<file path="src/rtl/npu_quant_pkg.sv">
// Shared quantisation constants and the vector-fill state type used by the
// requantisation packer and the vector-multiply units.
//   Q  : output quant width
//   DQ : signed accumulator width
//   MW : unsigned requant multiplier width
//   SW : right-shift amount width
package npu_quant_pkg;
    localparam int Q  = 8;
    localparam int DQ = 18;
    localparam int MW = 16;
    localparam int SW = 5;

    typedef enum logic {
        FILL = 1'b0,
        FULL = 1'b1
    } fill_state_e;
endpackage

</file>
<file path="src/rtl/requant_pipe.sv">
// Three-stage requantisation datapath: multiply by M0, rounding arithmetic
// right shift, then zero-point add with optional ReLU clamp and saturation.
// Ports:
//   clk, rst_n        : clock, asynchronous active-low reset (valids only)
//   flush_i           : synchronous invalidate of every stage
//   vld_i, acc_i      : accepted accumulator element (signed, DQ bits)
//   m0_i, shift_i     : unsigned multiplier, right-shift amount
//   z_i, relu_i       : signed output zero point, ReLU clamp enable
//   vld_o, y_o        : stage-3 valid and saturated Q-bit result
module requant_pipe #(
    parameter int Q  = npu_quant_pkg::Q,
    parameter int DQ = npu_quant_pkg::DQ,
    parameter int MW = npu_quant_pkg::MW,
    parameter int SW = npu_quant_pkg::SW
) (
    input  logic          clk,
    input  logic          rst_n,
    input  logic          flush_i,
    input  logic          vld_i,
    input  logic [DQ-1:0] acc_i,
    input  logic [MW-1:0] m0_i,
    input  logic [SW-1:0] shift_i,
    input  logic [Q-1:0]  z_i,
    input  logic          relu_i,
    output logic          vld_o,
    output logic [Q-1:0]  y_o
);
    localparam int PW = DQ + MW + 1;  // lossless signed product width
    localparam int YW = PW + 1;       // room for the zero-point add
    localparam logic signed [YW-1:0] Y_MAX = YW'((1 << (Q-1)) - 1);
    localparam logic signed [YW-1:0] Y_MIN = ~Y_MAX;

    // Round half up, then arithmetic shift; shift of zero passes through.
    function automatic logic signed [PW-1:0] round_shift(
        input logic signed [PW-1:0] p,
        input logic [SW-1:0]        sh
    );
        logic signed [PW-1:0] bias;
        if (sh == '0) return p;
        bias = PW'(1) << (sh - SW'(1));
        return (p + bias) >>> sh;
    endfunction

    function automatic logic signed [Q-1:0] sat_q(input logic signed [YW-1:0] y);
        if (y > Y_MAX) return Y_MAX[Q-1:0];
        if (y < Y_MIN) return Y_MIN[Q-1:0];
        return y[Q-1:0];
    endfunction

    logic signed [DQ-1:0] acc_s;
    logic signed [MW:0]   m0_s;
    logic signed [PW-1:0] p_p1_d, p_p1_q;
    logic signed [PW-1:0] r_p2_d, r_p2_q;
    logic signed [Q-1:0]  y_p3_d, y_p3_q;
    logic signed [YW-1:0] z_s, y_sum;
    logic                 vld_p1_q, vld_p2_q, vld_p3_q;

    // Stage 1: signed x unsigned product (M0 zero-extended to stay positive)
    assign acc_s  = signed'(acc_i);
    assign m0_s   = signed'({1'b0, m0_i});
    assign p_p1_d = PW'(acc_s) * PW'(m0_s);

    // Stage 2: rounding shift
    assign r_p2_d = round_shift(p_p1_q, shift_i);

    // Stage 3: zero point, ReLU floor at z_C, saturate
    always_comb begin
        z_s   = YW'(signed'(z_i));
        y_sum = YW'(r_p2_q) + z_s;
        if (relu_i && (y_sum < z_s)) y_sum = z_s;
        y_p3_d = sat_q(y_sum);
    end

    always_ff @(posedge clk or negedge rst_n) begin
        if (!rst_n) begin
            vld_p1_q <= 1'b0;
            vld_p2_q <= 1'b0;
            vld_p3_q <= 1'b0;
        end else if (flush_i) begin
            vld_p1_q <= 1'b0;
            vld_p2_q <= 1'b0;
            vld_p3_q <= 1'b0;
        end else begin
            vld_p1_q <= vld_i;
            vld_p2_q <= vld_p1_q;
            vld_p3_q <= vld_p2_q;
        end
    end

    always_ff @(posedge clk) begin
        p_p1_q <= p_p1_d;
        r_p2_q <= r_p2_d;
        y_p3_q <= y_p3_d;
    end

    assign vld_o = vld_p3_q;
    assign y_o   = y_p3_q;
endmodule

</file>
<file path="src/rtl/requant_packer.sv">
// Collects L requantised elements into a packed output vector. Elements are
// accepted one per cycle, pass through requant_pipe, and land in consecutive
// slots; the full vector is held until the consumer acknowledges it.
// Ports:
//   clk, rst_n         : clock, asynchronous active-low reset
//   acc_in, acc_vld    : signed accumulator element and its valid
//   in_rdy             : element can be accepted this cycle
//   M0, shift, z_C     : requant multiplier, shift, signed zero point
//   relu_en            : clamp results below z_C up to z_C
//   clr                : synchronous abort of the current vector
//   out_vec, out_vld   : packed vector (slot i at [Q*i +: Q]) and its valid
//   out_ack            : consumer has taken out_vec
module requant_packer #(
    parameter int L  = 176,
    parameter int Q  = npu_quant_pkg::Q,
    parameter int DQ = npu_quant_pkg::DQ,
    parameter int MW = npu_quant_pkg::MW,
    parameter int SW = npu_quant_pkg::SW
) (
    input  logic           clk,
    input  logic           rst_n,
    input  logic [DQ-1:0]  acc_in,
    input  logic           acc_vld,
    output logic           in_rdy,
    input  logic [MW-1:0]  M0,
    input  logic [SW-1:0]  shift,
    input  logic [Q-1:0]   z_C,
    input  logic           relu_en,
    input  logic           clr,
    output logic [L*Q-1:0] out_vec,
    output logic           out_vld,
    input  logic           out_ack
);
    import npu_quant_pkg::*;

    localparam int CW = $clog2(L + 1);

    fill_state_e    state_q;
    logic [CW-1:0]  acc_cnt_q;
    logic [CW-1:0]  wr_cnt_q;
    logic [L*Q-1:0] out_vec_q;
    logic           xfer;
    logic           wr_vld;
    logic [Q-1:0]   wr_data;

    // Accepted count caps intake at L even while the pipe is still draining.
    assign in_rdy = (state_q == FILL) && (acc_cnt_q < CW'(L));
    assign xfer   = acc_vld && in_rdy;

    requant_pipe #(.Q(Q), .DQ(DQ), .MW(MW), .SW(SW)) u_pipe (
        .clk     (clk),
        .rst_n   (rst_n),
        .flush_i (clr),
        .vld_i   (xfer),
        .acc_i   (acc_in),
        .m0_i    (M0),
        .shift_i (shift),
        .z_i     (z_C),
        .relu_i  (relu_en),
        .vld_o   (wr_vld),
        .y_o     (wr_data)
    );

    always_ff @(posedge clk or negedge rst_n) begin
        if (!rst_n) begin
            state_q   <= FILL;
            acc_cnt_q <= '0;
            wr_cnt_q  <= '0;
            out_vec_q <= '0;
        end else if (clr) begin
            // Vector contents survive an abort; only the bookkeeping restarts.
            state_q   <= FILL;
            acc_cnt_q <= '0;
            wr_cnt_q  <= '0;
        end else begin
            if (xfer) acc_cnt_q <= acc_cnt_q + CW'(1);
            case (state_q)
                FILL: begin
                    if (wr_vld) begin
                        out_vec_q[int'(wr_cnt_q) * Q +: Q] <= wr_data;
                        if (wr_cnt_q == CW'(L - 1)) state_q <= FULL;
                        else                        wr_cnt_q <= wr_cnt_q + CW'(1);
                    end
                end
                FULL: begin
                    if (out_ack) begin
                        state_q   <= FILL;
                        acc_cnt_q <= '0;
                        wr_cnt_q  <= '0;
                    end
                end
                default: state_q <= FILL;
            endcase
        end
    end

    assign out_vec = out_vec_q;
    assign out_vld = (state_q == FULL);
endmodule

</file>
<file path="config.mk">
export PLATFORM = sky130hd
export DESIGN_NAME = requant_packer
export DESIGN_NICKNAME = d
export VERILOG_FILES = /design/src/rtl/npu_quant_pkg.sv /design/src/rtl/requant_pipe.sv /design/src/rtl/requant_packer.sv
export SDC_FILE = /design/constraint.sdc
export NUM_CORES = 2
export LEC_CHECK = 0
export BUFFER_PORTS_ARGS = -buffer_cell sky130_fd_sc_hd__buf_2
export CORE_AREA = 2 2 569 571
export CTS_CLUSTER_SIZE = 30
export DETAILED_ROUTE_END_ITERATION = 10
export DIE_AREA = 0 0 571 573
export GPL_ROUTABILITY_DRIVEN = 0
export SETUP_SLACK_MARGIN = 0.05
export SLEW_MARGIN = 20
export SYNTH_ARGS = -nofsm -noshare
export SYNTH_HDL_FRONTEND = slang
export SYNTH_SLANG_ARGS = --single-unit
</file>
<file path="constraint.sdc">
create_clock -name clk -period 16.3 [get_ports clk]
set_input_delay 2.445 -clock clk [delete_from_list [all_inputs] [get_ports clk]]
set_output_delay 2.445 -clock clk [all_outputs]
set_load 0.02 [all_outputs]
</file>
==> out/metrics.yaml <==
run_status:
  outcome: "finished clean"
worst_setup_path:
  cp-start-kind: "input port"
  crit_type: "input port to register"
  required_ns: 16.97
  critPathCaptureType: "register"
  crit_fanout: 41
  critPathArrivalTime_ns: 9.07
finish:
  fill_cells: 34000
  final_core_util_pct: 28.88
  area_growth_pct: 24.38
  drive_gt1_share_pct: 21.50
  fin_nets: 9471
  final_cell_mix: "2013 x nand2_1, 1461 x buf_2, 1428 x dfrtp_1"
  layout_commonest_cell: "nand2_1"
sta:
  finalCriticalPeriod_ns: 8.396
  skew_ns: 0.1261
  max_slew_margin_pct: 10.58
  grt_setup_unrepaired: "false"
  setup_tns_ns: 0
  finalCritPeriodShare_pct: 51.51
  timing.fmax_mhz: 119.1
  slew_viol_final: 0
  hold_viol: 0
  setup_viol: 0
  max_slew.worst_pin.slew_ns: 1.338
route:
  route.met3.wl_mm: 59.14
  drc: 0
  met1_length_mm: 153.7
  routed-wl-met2_mm: 171.9
  wire_per_inst_um: 30.87
  dr.first_iter.drc_count: 6541
  ant_nets: 0
  vias: 65500
  routed_wl_mm: 413.2
  drt_first_pass_iters: 6
  viasPerCell: 4.893
  highest_layer: "met5"
floorplan:
  die_w_um: 571
  die_height_um: 573
  io_pins: 1463
  dieArea_sq_mm: 0.3272
  rows: 208
  core_area_sq_mm: 0.3204
  start_util_pct: 23.22
global_route:
  grt_overflow: 0
  grt_pass1_wl_mm: 547.8
  grtUsageTotal_pct: 24.41
  first_global_vias: 60820
  grt_antenna_before_repair: 40
  grt_max_degree: 175
synthesis:
  netlist_instances: 7667
  synth_cell_types: 82
  yosysWarnings: 0
  synthTopCellsByArea: "dfrtp_1 48%, nand2_1 10%, fa_1 7.9%, o31ai_1 7.6%, o21ai_0 5.0%"
  synth_seq_cells: 1506
  synth_top_cell_by_area: "dfrtp_1"
  yosysTopAreaCellShare_pct: 48.04
  synth_fp_nets: 8211
  synth_area_per_cell_sq_um: 9.703
  ys_async_sr_fraction_pct: 94.82
  synth-seq-area-share_pct: 50.13
  syn_area_sq_mm: 0.07439
  dominantRegCellSynth: "dfrtp_1"
  synth_edf_count: 0
power:
  cellPowerDensity_mw_per_mm2: 150.2
  power_leakage_nw: 44.78
  vdd_drop_max_mv: 0.1703
clock_tree:
  clkSinkCount: 1506
  cts.hold.buffers_added: 0
  insertion_delay_ns: 0.88
  post-cts-setup-buffers: 0
  clk_pin_slew_ns: 0.06
  htree_levels: 4
  cts_buffer_depth: 4
  cts-root-buf: "clkbuf_16"
  cts_tree: "done"
  cts_resized: 0
  cts_buffers: 179
run:
  drv_cap: 0
placement:
  portBuffers: 1462
  dp_hpwl_mm: 324.9
hold_path:
  hold_class: "register to register"
metal layers:
| metal | up-vias | track usage [%] |
|---|---|---|
| met1 | 32550 | 28.66 |
| met3 | 725 | 12.57 |
| li1 | 28930 | - |
| met4 | 12 | 14.13 |
| met2 | 3281 | 35.39 |
| met5 | - | 0 |
registers in the layout, indices dropped and copies added, names as in the netlist:
register,count
wr_cnt_q,8
u_pipe.r_p2_q,35
u_pipe.vld_o,1
out_vec,1408
u_pipe.vld_p1_q,1
u_pipe.y_o,8
acc_cnt_q,8
out_vld,1
u_pipe.vld_p2_q,1
u_pipe.p_p1_q,35
per-stage QoR:
stage                     cells  setup slack (ns)  total power [mW]  hold WS [ns]  cell area [sq um]
final                     13390             7.904             13.90        0.4670              92530
after global routing      13380             7.538             14.76        0.4838              92500
after CTS                 13370             8.255             13.95        0.4683              92470
after detailed placement  13050             7.414             9.627        0.4545              86190
after global placement    13050             7.406             9.550        0.4435              86190
after floorplan            7667             8.220             7.987        0.4385              74390
cells by family after synthesis:
group | after synthesis | share of synthesized area, %
flops | 1506 | 50.13
mux | 68 | 1.203
fa+ha+maj | 491 | 11.24
buf+inv | 840 | 4.252
xor+xnor | 103 | 1.213
compound gates | 1916 | 16.61
simple gates | 2743 | 15.35
cell usage after synthesis (19+ instances only):
master and number:
nand3_1 176, mux2i_1 32, a21o_1 53, nor3_1 42
o21ai_0 740, fa_1 295, dfxtp_1 78, o211ai_1 21
nor2_1 188, nand2_1 2020, and3_1 33, dfrtp_1 1428
ha_1 196, buf_1 33, xor2_1 41, nor2b_1 19
o31ai_1 758, a211oi_1 27, mux2_2 21, inv_1 378
clkbuf_1 417, and2_1 154, a21oi_1 133, xnor2_1 62
nand4_1 28
layout make-up:
cell class / count / area (sq um) / share of cell area (%)
Antenna cell: 11 / 27.53 / 0.02975
Clock buffer: 242 / 5150 / 5.566
Clock inverter: 81 / 1131 / 1.222
Inverter: 382 / 1434 / 1.550
Multi-Input combinational cell: 5321 / 34110 / 36.86
Sequential cell: 1506 / 37330 / 40.34
Tap cell: 4305 / 5386 / 5.822
Timing Repair Buffer: 1537 / 7965 / 8.609
path summary, 6_finish.rpt:
check / from / to / slack, ns / cells after the start
hold reg to reg: out_vec[1066]$_DFFE_PN0P_ / out_vec[1066]$_DFFE_PN0P_ / 0.47 / 2
setup reg to reg: u_pipe.r_p2_q[3]$_DFF_P_ / u_pipe.y_o[1]$_SDFF_PN1_ / 9.81 / 21
min in group asynchronous: rst_n / out_vec[951]$_DFFE_PN0P_ / 1.63 / 1
max in group asynchronous: rst_n / out_vec[44]$_DFFE_PN0P_ / 11.76 / 5
setup / recovery: shift[1] / u_pipe.r_p2_q[22]$_DFF_P_ / 7.90 / 20
hold / removal: out_vec[1066]$_DFFE_PN0P_ / out_vec[1066]$_DFFE_PN0P_ / 0.47 / 2
power by group:
group	internal, mW	switching [mW]	total, mW
Combinational	2.10	3.37	5.48
Sequential	3.91	0.189	4.10
Clock	2.54	1.78	4.32
critical path: stages:
cell	delay, ns
buf_2	0.10
buf_4	0.43
inv_1	0.12
nand2_1	0.41
clkinv_1	0.42
nand2_1	0.66
xnor2_1	0.30
and3_1	0.28
ha_1	0.35
o21ai_0	0.13
o21ai_0	0.33
nand3_1	0.31
a211oi_1	0.57
o2111ai_1	0.31
a311oi_1	0.64
o21ai_0	0.18
a32oi_1	0.24
o21ai_1	0.22
a211o_1	0.37
a31o_2	0.23
(Power assumes the default switching activity.)
